File: src/rtl/fu_wb_collector_pkg.sv
// Shared types for the functional-unit writeback collector.
//   fu_output_t   : one FU result (pc, instruction id, physical dest, value)
//   WB_*          : default collector sizing
//   fu_idx_t      : index of one FU result stream at the default NFU
//   wb_fifo_cnt_t : per-FIFO occupancy (0..DEPTH) at the default DEPTH
package fu_wb_collector_pkg;

    localparam int XLEN  = 32;
    localparam int ID_W  = 5;
    localparam int PRD_W = 6;

    typedef struct packed {
        logic [XLEN-1:0]  pc;
        logic [ID_W-1:0]  id;
        logic [PRD_W-1:0] prd;
        logic [XLEN-1:0]  rdval;
    } fu_output_t;

    localparam int WB_NFU   = 4;
    localparam int WB_DEPTH = 4;
    localparam int WB_SLACK = 1;

    typedef logic [$clog2(WB_NFU)-1:0] fu_idx_t;
    typedef logic [$clog2(WB_DEPTH):0] wb_fifo_cnt_t;

endpackage

File: src/rtl/squash_if.sv
// Pipeline squash broadcast. The master raises valid for one or more cycles;
// every slave flushes its in-flight state at the following clock edge.
interface squash_if;
    logic valid;
    modport master (output valid);
    modport slave  (input  valid);
endinterface

File: src/rtl/fu_wb_collector_wb_fifo.sv
// wb_fifo: single-stream result FIFO for one functional unit.
//   clk, rst    : clock, asynchronous active-high reset
//   flush       : drop all entries at the next edge (push/pop that cycle ignored)
//   push        : write push_data this edge (no ready upstream)
//   pop         : remove head this edge (ignored when empty)
//   head        : current head entry (valid when !empty)
//   empty       : FIFO holds no entries
//   full_hint   : registered (count >= DEPTH-SLACK), based on next-state count
//   overflow    : sticky, a push hit a full FIFO with no pop and was dropped
module wb_fifo
    import fu_wb_collector_pkg::*;
#(
    parameter int DEPTH = WB_DEPTH,
    parameter int SLACK = WB_SLACK
) (
    input  logic       clk,
    input  logic       rst,
    input  logic       flush,
    input  logic       push,
    input  fu_output_t push_data,
    input  logic       pop,
    output fu_output_t head,
    output logic       empty,
    output logic       full_hint,
    output logic       overflow
);

    localparam int PTR_W = $clog2(DEPTH);
    localparam int CNT_W = PTR_W + 1;
    localparam logic [CNT_W-1:0] CNT_MAX = CNT_W'(DEPTH);
    localparam logic [CNT_W-1:0] CNT_THR = CNT_W'(DEPTH - SLACK);

    fu_output_t       mem [DEPTH];
    logic [PTR_W-1:0] wr_ptr, rd_ptr;
    logic [CNT_W-1:0] cnt_q, cnt_d;
    logic             is_full, do_push, do_pop, drop;

    always_comb begin
        is_full = (cnt_q == CNT_MAX);
        do_pop  = pop && !flush && (cnt_q != '0);
        // A full FIFO still accepts a push when its head leaves the same edge.
        do_push = push && !flush && (!is_full || do_pop);
        drop    = push && !flush && is_full && !do_pop;
        cnt_d   = cnt_q;
        if (flush)
            cnt_d = '0;
        else if (do_push && !do_pop)
            cnt_d = cnt_q + 1'b1;
        else if (do_pop && !do_push)
            cnt_d = cnt_q - 1'b1;
    end

    always_ff @(posedge clk or posedge rst) begin
        if (rst) begin
            wr_ptr    <= '0;
            rd_ptr    <= '0;
            cnt_q     <= '0;
            full_hint <= 1'b0;
            overflow  <= 1'b0;
        end else begin
            if (flush) begin
                wr_ptr <= '0;
                rd_ptr <= '0;
            end else begin
                if (do_push) wr_ptr <= wr_ptr + 1'b1;
                if (do_pop)  rd_ptr <= rd_ptr + 1'b1;
            end
            cnt_q     <= cnt_d;
            full_hint <= (cnt_d >= CNT_THR);
            // Survives flush: a lost result is a hard error the core must see.
            if (drop) overflow <= 1'b1;
        end
    end

    // Storage carries no reset; an entry is only observable once pushed.
    always_ff @(posedge clk) begin
        if (do_push) mem[wr_ptr] <= push_data;
    end

    assign head  = mem[rd_ptr];
    assign empty = (cnt_q == '0);

endmodule

File: src/rtl/fu_wb_collector.sv
// fu_wb_collector: buffers fire-and-forget FU result streams and round-robin
// arbitrates them onto one back-pressured writeback port.
//   clk, rst          : clock, asynchronous active-high reset
//   fuoutput_i        : per-FU result
//   fuoutput_i_valid  : per-FU result valid (no ready; accepted or flagged)
//   fu_full_o         : per-FU stop-issue hint
//   wb_o, wb_o_valid  : selected result (combinational from FIFO heads)
//   wb_i_ready        : consumer takes wb_o this cycle
//   overflow_o        : per-FU sticky drop flag (cleared by reset only)
//   squash_io         : squash_io.valid flushes all FIFOs and the arbiter
module fu_wb_collector
    import fu_wb_collector_pkg::*;
#(
    parameter int NFU   = WB_NFU,
    parameter int DEPTH = WB_DEPTH,
    parameter int SLACK = WB_SLACK
) (
    input  logic                 clk,
    input  logic                 rst,
    input  fu_output_t [NFU-1:0] fuoutput_i,
    input  logic [NFU-1:0]       fuoutput_i_valid,
    output logic [NFU-1:0]       fu_full_o,
    output fu_output_t           wb_o,
    output logic                 wb_o_valid,
    input  logic                 wb_i_ready,
    output logic [NFU-1:0]       overflow_o,
    squash_if.slave              squash_io
);

    localparam int IDX_W = (NFU > 1) ? $clog2(NFU) : 1;

    fu_output_t [NFU-1:0] head;
    logic [NFU-1:0]       empty;
    logic [NFU-1:0]       pop;
    logic [IDX_W-1:0]     rr_q, gnt, gnt_inc;
    logic                 any, fire, flush;

    assign flush = squash_io.valid;

    for (genvar g = 0; g < NFU; g++) begin : g_fu
        assign pop[g] = fire && (gnt == IDX_W'(g));

        wb_fifo #(
            .DEPTH (DEPTH),
            .SLACK (SLACK)
        ) u_fifo (
            .clk       (clk),
            .rst       (rst),
            .flush     (flush),
            .push      (fuoutput_i_valid[g]),
            .push_data (fuoutput_i[g]),
            .pop       (pop[g]),
            .head      (head[g]),
            .empty     (empty[g]),
            .full_hint (fu_full_o[g]),
            .overflow  (overflow_o[g])
        );
    end

    // First non-empty FIFO at or after rr_q, wrapping at NFU-1 -> 0.
    always_comb begin
        int idx;
        idx = 0;
        gnt = rr_q;
        any = 1'b0;
        for (int k = 0; k < NFU; k++) begin
            idx = int'(rr_q) + k;
            if (idx >= NFU) idx = idx - NFU;
            if (!any && !empty[idx]) begin
                gnt = IDX_W'(idx);
                any = 1'b1;
            end
        end
        gnt_inc = (int'(gnt) == NFU - 1) ? '0 : gnt + 1'b1;
    end

    assign wb_o_valid = any;
    assign wb_o       = any ? head[gnt] : '0;
    assign fire       = any && wb_i_ready;

    // While stalled, rr_q is parked on the current grant. A granted FIFO
    // cannot empty without a pop, so the search keeps landing on it even if
    // a FIFO earlier in the old search order becomes non-empty meanwhile;
    // that keeps wb_o stable without a separate grant lock. After the pop
    // rr_q advances past the grant, so the visible order is plain round robin.
    always_ff @(posedge clk or posedge rst) begin
        if (rst)
            rr_q <= '0;
        else if (flush)
            rr_q <= '0;
        else if (fire)
            rr_q <= gnt_inc;
        else if (any)
            rr_q <= gnt;
    end

endmodule

File: src/flat_wrapper.sv
// flat-port wrapper written by rule: the top's interface ports become plain ports
module fu_wb_collector_flat import fu_wb_collector_pkg::*;
#(
    parameter int NFU   = WB_NFU,
    parameter int DEPTH = WB_DEPTH,
    parameter int SLACK = WB_SLACK
)
  (clk, rst, fuoutput_i, fuoutput_i_valid, fu_full_o, wb_o, wb_o_valid, wb_i_ready, overflow_o, squash_io_valid);
  squash_if squash_io_i ();
  input  logic clk;
  input  logic rst;
  input  fu_output_t [NFU-1:0] fuoutput_i;
  input  logic [NFU-1:0] fuoutput_i_valid;
  output logic [NFU-1:0] fu_full_o;
  output fu_output_t wb_o;
  output logic wb_o_valid;
  input  logic wb_i_ready;
  output logic [NFU-1:0] overflow_o;
  input wire logic [$bits(squash_io_i.valid)-1:0] squash_io_valid;
  assign squash_io_i.valid = squash_io_valid;
  fu_wb_collector #(.NFU(NFU), .DEPTH(DEPTH), .SLACK(SLACK)) u_core (.clk(clk), .rst(rst), .fuoutput_i(fuoutput_i), .fuoutput_i_valid(fuoutput_i_valid), .fu_full_o(fu_full_o), .wb_o(wb_o), .wb_o_valid(wb_o_valid), .wb_i_ready(wb_i_ready), .overflow_o(overflow_o), .squash_io(squash_io_i));
endmodule
File: config.mk
export PLATFORM = sky130hd
export DESIGN_NAME = fu_wb_collector_flat
export DESIGN_NICKNAME = d
export VERILOG_FILES = /design/src/rtl/fu_wb_collector_pkg.sv /design/src/rtl/squash_if.sv /design/src/rtl/fu_wb_collector_wb_fifo.sv /design/src/rtl/fu_wb_collector.sv /design/src/flat_wrapper.sv
export SDC_FILE = /design/constraint.sdc
export NUM_CORES = 1
export LEC_CHECK = 0
export ABC_AREA = 1
export CAP_MARGIN = 20
export CORE_ASPECT_RATIO = 0.8
export CORE_MARGIN = 2
export CORE_UTILIZATION = 50
export CTS_CLUSTER_DIAMETER = 60
export DETAILED_ROUTE_END_ITERATION = 10
export HOLD_SLACK_MARGIN = 0.02
export PLACE_DENSITY = 0.71
export REMOVE_ABC_BUFFERS = 1
export SYNTH_ARGS = -nofsm -noshare
export SYNTH_HDL_FRONTEND = slang
export SYNTH_SLANG_ARGS = --single-unit
export TNS_END_PERCENT = 10
File: constraint.sdc
create_clock -name clk -period 15.2 [get_ports clk]
set_clock_uncertainty 0.1 [all_clocks]
set_input_delay 4.56 -clock clk [delete_from_list [all_inputs] [get_ports clk]]
set_output_delay 4.56 -clock clk [all_outputs]
set_load 0.005 [all_outputs]
==> metrics.txt, run 1 <==
Yosys top cell by area=edfxtp_1; Remaining DRCs=0; RSZ-0062 raised after global routing=no; GR Overflow Total=0; Compound-Gate Fraction of Synth Area=~14%; Total GRT Usage=between 20% and 30%; Worst Path Arrival=4980 ps; Cell variety after synth=43; Syn. warnings=0; cell area power density=approximately 180 mW/mm^2; Seq/Total Area, Yosys=73.4%; Synth top area share=a little under three quarters; I/O pin cnt=392; max-cap violation count=0; XOR/XNOR Fraction of Synth Area=0.0870%; type of element capturing the critical path=output pin; Reg area=0.0370 mm^2; largest net degree at the start of global routing=131; Iteration-0 DRC Markers=approximately 4000; Initial Utilization=approximately half; CTS Buffer Depth=3; FF+latch count, synth=1238; post-CTS setup buffer count=0; post-synthesis mux area share=3.35%; DR vias/cell=5.86; prevailing post-synth register cell=edfxtp_1; critical path's slowest cell=buf_4; DRT antenna net count=0; Bufs and invs on worst path=4; first-pass GRT wire length=a little under 200 mm; per-cell routed wire length=25.2 um; Clock Power Share=26.5%; fmax=104 MHz; Hold Crit Class=reg2reg; CP delay by family, top=buffers and inverters; antenna violations before repair=36; Flop pwr share=37.6%; Worst-Margin Slew=1200 ps; Filler cells=7591; Crit path required time=roughly 11000 ps; CTS Hold Bufs=0; CTS tree=done; IO buf count=391; root buffer cell=clkbuf_16; cell area after synthesis=0.0504 mm^2; DIE AREA=~0.10 mm^2; vias=about 32000; Synth Area per Inst=13.6 um^2; Max VDD drop=0.355 mV; critical path cell sequence=inv_1 -> ha_1 -> nand3_1 -> nand3_1 -> nand2_1 -> inv_1 -> nand4_1 -> nand2_8 -> buf_4 -> o21ai_0 -> a21oi_1 -> o21a_1 -> clkdlybuf4s50_1; area of the multi-input gates=about 0.012 mm^2; top cells by area, synth=edfxtp_1 (72%), a21oi_1 (6.1%), o21ai_0 (4.3%); WS Path Type=reg2out; Routed Wire Length=138 mm; crit path max fanout=130; fin nets=4351; Core ar.=around 0.1 mm^2; CP max stage delay=800 ps; Mapped Cells=between 3000 and 4000; synth-to-layout area growth=17.5%; Pint=just over 7 mW; P_leak=around 20 nW; CTS H-tree lvls=3; Tcrit/Tclk final=63.4%; outcome=finished, final reports clean; Detail Placement HPWL=85.4 mm; Pre-antenna DRT Iters=5; min cycle time layout=9640 ps; Switch Pwr=3.58 mW; EDFF count, synth=1200; clock-pin slew on the worst setup and hold paths=~60 ps; r2r setup slk=9280 ps; GPL Wtd Cong=approximately 0.82; Rows=104; Post-Synth Simple-Gate Area=4.37%; portion of total power attributed to combinational logic=35.9%; Post-Synth Adder-Cell Area=less than 1%; share of layout cells above drive strength 1=10.9%; worst-skew pair later-pin latency=700 ps; Switching Share=between 30% and 40%; total CTS buffers=116; Die H=~290 um; Slew Limit Fails=0; post-CTS sizing=0; Final Setup Violations=0; vias in the first global route=29800; FFs w/ async S/R, synth=3.07%; # clock sinks=between 1000 and 1500; relative slew slack=19.8%; largest family of logic cells by synthesized area=compound AO/OA/AOI/OAI gates; CP Launch Type=flip-flop; Hold Fails Final Rpt=0; Final Util=59.1%; Setup TNS=0 ps; Die Width=about 360 um
[path summary, 6_finish.rpt]
kind / startpoint / end / cells after the start
min reg2reg: u_core.g_fu[1].u_fifo.overflow / u_core.g_fu[1].u_fifo.overflow / 1
max: u_core.g_fu[1].u_fifo.cnt_q[0] / wb_o[42] / 13
max in group asynchronous: rst / u_core.g_fu[3].u_fifo.rd_ptr[0] / 3
min in group asynchronous: rst / u_core.g_fu[3].u_fifo.cnt_q[1] / 3
min: u_core.g_fu[1].u_fifo.overflow / u_core.g_fu[1].u_fifo.overflow / 1
max reg2reg: u_core.g_fu[1].u_fifo.cnt_q[0] / u_core.g_fu[2].u_fifo.mem[3][58] / 20
[layout by cell type (no fill, tap or decap), drive strengths merged, types with 3 or more instances in the layout]
| cell | instances |
|---|---|
| o21ai | 468 |
| nand4 | 5 |
| nor2 | 39 |
| clkinvlp | 4 |
| dfrtp | 38 |
| xor2 | 3 |
| clkbuf | 147 |
| mux2 | 150 |
| diode | 17 |
| ha | 29 |
| clkinv | 57 |
| nand2 | 392 |
| a21oi | 613 |
| inv | 228 |
| clkdlybuf4s50 | 391 |
| edfxtp | 1200 |
| buf | 47 |
| o21a | 75 |
| bufinv | 5 |
| nand3 | 57 |
| a22oi | 150 |
[metal layers]
layer,vias to the layer above,GRT usage [%],wire [um]
met5,-,0,249
met4,38,6.00,2640
met3,193,6.02,13300
met2,1447,41.1,63800
met1,15900,36.6,57500
li1,14400,-,-
[state kept, by name (all words and copies together), names as in the netlist]
| register | flops |
|---|---|
| u_core.g_fu.u_fifo.cnt_q | 12 |
| u_core.g_fu.u_fifo.full_hint | 4 |
| u_core.g_fu.u_fifo.mem | 1200 |
| u_core.g_fu.u_fifo.overflow | 4 |
| u_core.g_fu.u_fifo.rd_ptr | 8 |
| u_core.g_fu.u_fifo.wr_ptr | 8 |
| u_core.rr_q | 2 |
[through the flow]
stage | hold slack (ps) | setup WS (ps) | area (um^2) | instances | power (mW)
6_report | 429 | 5560 | 59200 | 5455 | 10.7
5_1_grt | 436 | 5150 | 59200 | 5447 | 11.2
4_1_cts | 439 | 5430 | 59100 | 5437 | 10.7
3_5_place_dp | 417 | 6190 | 55400 | 5220 | 7.92
3_3_place_gp | 396 | 6270 | 55400 | 5220 | 7.84
2_1_floorplan | 360 | 5370 | 49300 | 3458 | 5.99
[power groups by stage]
stage | Sequential (mW) | Combinational, mW | Clock, mW
after global placement | 4.08 | 3.76 | 0
after detailed placement | 4.09 | 3.83 | 0
final | 4.01 | 3.84 | 2.84
after global routing | 4.03 | 4.13 | 2.99
after floorplan | 4.14 | 1.85 | 0
after CTS | 4.02 | 3.85 | 2.86
[synth_stat cells, types with 3 or more instances]
master    number
buf_1         32
o21ai_1       36
dfrtp_1       38
nand3_1       43
xor2_1         3
a21oi_1      613
inv_2         11
o21ai_0      430
nand4_1        5
mux2_2       150
nand3_2       10
clkbuf_1     182
nor2_2         5
nand2_1      375
buf_2         22
nand2_2       12
inv_1        209
ha_1          29
edfxtp_1    1200
nor2_1        30
nand2_4        5
a22oi_1      150
nand3_4        4
o21a_1        75
buf_6          4
buf_4         12
[final cells by class]
type                       count  share of cell area, %
tap                         1325                   2.80
timing repair buffer         438                   7.21
antenna                       17                 0.0719
multi-input combinational   1996                   19.6
sequential                  1238                   62.5
clock inverter                70                  0.926
clock buffer                 147                   5.38
inverter                     224                   1.47
[kinds of logic after synthesis]
| kind of cell | count (synthesis) |
|---|---|
| fa+ha+maj | 29 |
| compound gates | 1314 |
| simple gates | 498 |
| flops | 1238 |
| mux | 150 |
| xor+xnor | 5 |
| buf+inv | 477 |
Note: power is estimated with default switching activity, not from simulation.
==> run 2: changes to the inputs <==
- clock period: 15.2 -> 9.8 ns (I/O delays scaled with it)
==> metrics.txt, run 2 (synthesized netlist as in run 1, its figures left out) <==
outcome=finished, final reports clean (unchanged); CTS Hold Bufs=0 (unchanged); worst-skew pair later-pin latency=700 ps (about the same); Clock Power Share=26.2% (was 26.5%); crit path max fanout=148 (was 130); Routed Wire Length=138 mm (about the same); Largest regs=u_core.g_fu.u_fifo.mem: 1200 flops, u_core.g_fu.u_fifo.cnt_q: 12 flops (unchanged); Slew Limit Fails=0 (unchanged); Switching Share=33.5% (about the same); Pint=11.0 mW (was 7.11 mW); Tot Pwr=16.5 mW (was 10.7 mW); share of layout cells above drive strength 1=11.1% (was 10.9%); synth-to-layout area growth=17.7% (was 17.5%); clock-pin slew on the worst setup and hold paths=60 ps (about the same); Crit path required time=6760 ps (was 10540 ps); max-cap violation count=0 (unchanged); DR vias/cell=5.84 (was 5.86); vias=32000 (about the same); Tcrit/Tclk final=79.1%; cell area power density=279 mW/mm^2 (was 181 mW/mm^2); Iteration-0 DRC Markers=3766 (was 4044); portion of total power attributed to combinational logic=36.1% (was 35.9%); Setup TNS=0 ps (unchanged); CTS Buffer Depth=3 (unchanged); final hold slack=410 ps (was 429 ps); Die H=288 um (unchanged); area of the multi-input gates=0.0116 mm^2 (unchanged); CP Launch Type=flip-flop (unchanged); Detail Placement HPWL=86.2 mm (was 85.4 mm); relative slew slack=23.5% (was 19.8%); Max VDD drop=0.451 mV (was 0.355 mV); post-CTS sizing=0 (unchanged); commonest non-fill, non-tap cell in the layout=edfxtp_1 (unchanged); Initial Utilization=50.3% (unchanged); DIE AREA=0.103 mm^2 (unchanged); Hold Crit Class=reg2reg (unchanged); Worst Path Arrival=4710 ps (was 4980 ps); Reg area=0.0370 mm^2 (unchanged); antenna violations before repair=49 (was 36); I/O pin cnt=392 (unchanged); type of element capturing the critical path=output pin (unchanged); vias in the first global route=30400 (was 29800); Final Setup Violations=0 (unchanged); # clock sinks=1238 (unchanged); P_leak=20.6 nW (about the same); Pre-antenna DRT Iters=5 (unchanged); fin nets=4367 (was 4351); per-cell routed wire length=25.2 um (about the same); GPL Wtd Cong=0.809 (was 0.816); GR Overflow Total=0 (unchanged); Worst-Margin Slew=1150 ps (was 1200 ps); most frequent cells in the layout=edfxtp_1 (1200), a21oi_1 (613), o21ai_0 (430) (unchanged); Switch Pwr=5.54 mW (was 3.58 mW); min cycle time layout=7750 ps; Filler cells=7624 (was 7591); root buffer cell=clkbuf_16 (unchanged); Rows=104 (unchanged); Total GRT Usage=26.2% (was 25.9%); CTS tree=done (unchanged); max reg flops=1200 (unchanged); WS Path Type=reg2out (unchanged); Hold Fails Final Rpt=0 (unchanged); total CTS buffers=119 (was 116); Final Util=59.1% (about the same); first-pass GRT wire length=199 mm (was 198 mm); largest net degree at the start of global routing=149 (was 131); Flop pwr share=37.8% (was 37.6%); DRT antenna net count=0 (unchanged); Reg with most FFs=u_core.g_fu.u_fifo.mem (unchanged); post-CTS setup buffer count=0 (unchanged); CTS H-tree lvls=3 (unchanged); fmax=129 MHz; Die Width=359 um (unchanged); RSZ-0062 raised after global routing=no (unchanged); Remaining DRCs=0 (unchanged); IO buf count=391 (unchanged); Core ar.=0.100 mm^2 (unchanged)
## run 2: cell count changes in the layout (fill, tap and decap cells not counted), moves of 3 or more
cell      previous run  this run
buf_4               47        59
clkinv_1            27        38
diode_2             17        26
clkbuf_8             4         0
clkinv_2            23        26
clkinv_8             3         0
inv_6                4         7
## run 2: worst paths after layout
kind                       cells past startpoint                            from  slack [ps]                          endpoint
hold reg to reg                                1  u_core.g_fu[3].u_fifo.overflow         410    u_core.g_fu[3].u_fifo.overflow
min in group asynchronous                      3                             rst        2590    u_core.g_fu[3].u_fifo.overflow
setup / recovery                              13  u_core.g_fu[0].u_fifo.cnt_q[0]        2050                           wb_o[2]
hold / removal                                 1  u_core.g_fu[3].u_fifo.overflow         410    u_core.g_fu[3].u_fifo.overflow
setup reg to reg                              20  u_core.g_fu[0].u_fifo.cnt_q[0]        4000  u_core.g_fu[2].u_fifo.mem[1][40]
max in group asynchronous                      3                             rst        6580   u_core.g_fu[2].u_fifo.rd_ptr[0]
## run 2: metrics by stage
step / std cells / setup slack, ps / instance area (um^2)
6_report: 5480 / 2050 / 59200
5_1_grt: 5470 / 1640 / 59200
4_1_cts: 5453 / 1980 / 59200
3_5_place_dp: 5233 / 2700 / 55500
3_3_place_gp: 5233 / 2780 / 55500
2_1_floorplan: 3458 / 1590 / 49300
## run 2: metal layers
layer / routed length, um / share of wire [%] / global-route usage, %
met5: 347 / 0.25 / 0
met4: 3910 / 2.8 / 9.17
met3: 14400 / 10 / 8.09
met2: 63600 / 46 / 40.5
met1: 55700 / 40 / 35.5
## run 2: cell type report
class	count	share of cell area (%)
Clock inverter	81	0.988
Antenna cell	26	0.110
Clock buffer	139	5.19
Multi-Input combinational cell	1996	19.6
Timing Repair Buffer	451	7.39
Inverter	224	1.47
Sequential cell	1238	62.5
Tap cell	1325	2.80
## run 2: power by group through the flow
stage | Combinational, mW | Sequential (mW) | Clock [mW]
3_3_place_gp | 5.83 | 6.34 | 0
3_5_place_dp | 5.90 | 6.35 | 0
5_1_grt | 6.42 | 6.26 | 4.58
4_1_cts | 5.94 | 6.24 | 4.37
6_report | 5.96 | 6.24 | 4.32
2_1_floorplan | 2.87 | 6.42 | 0
## run 2: critical path: stages, from the launching register on
cell	delay, ps
dfrtp_1	390
inv_1	110
ha_1	280
nand3_1	170
nand3_2	140
nand2_4	100
nor2_8	140
nand4_1	210
nand2_8	710
buf_4	580
o21ai_0	200
a21oi_1	200
o21a_1	240
clkdlybuf4s50_1	530
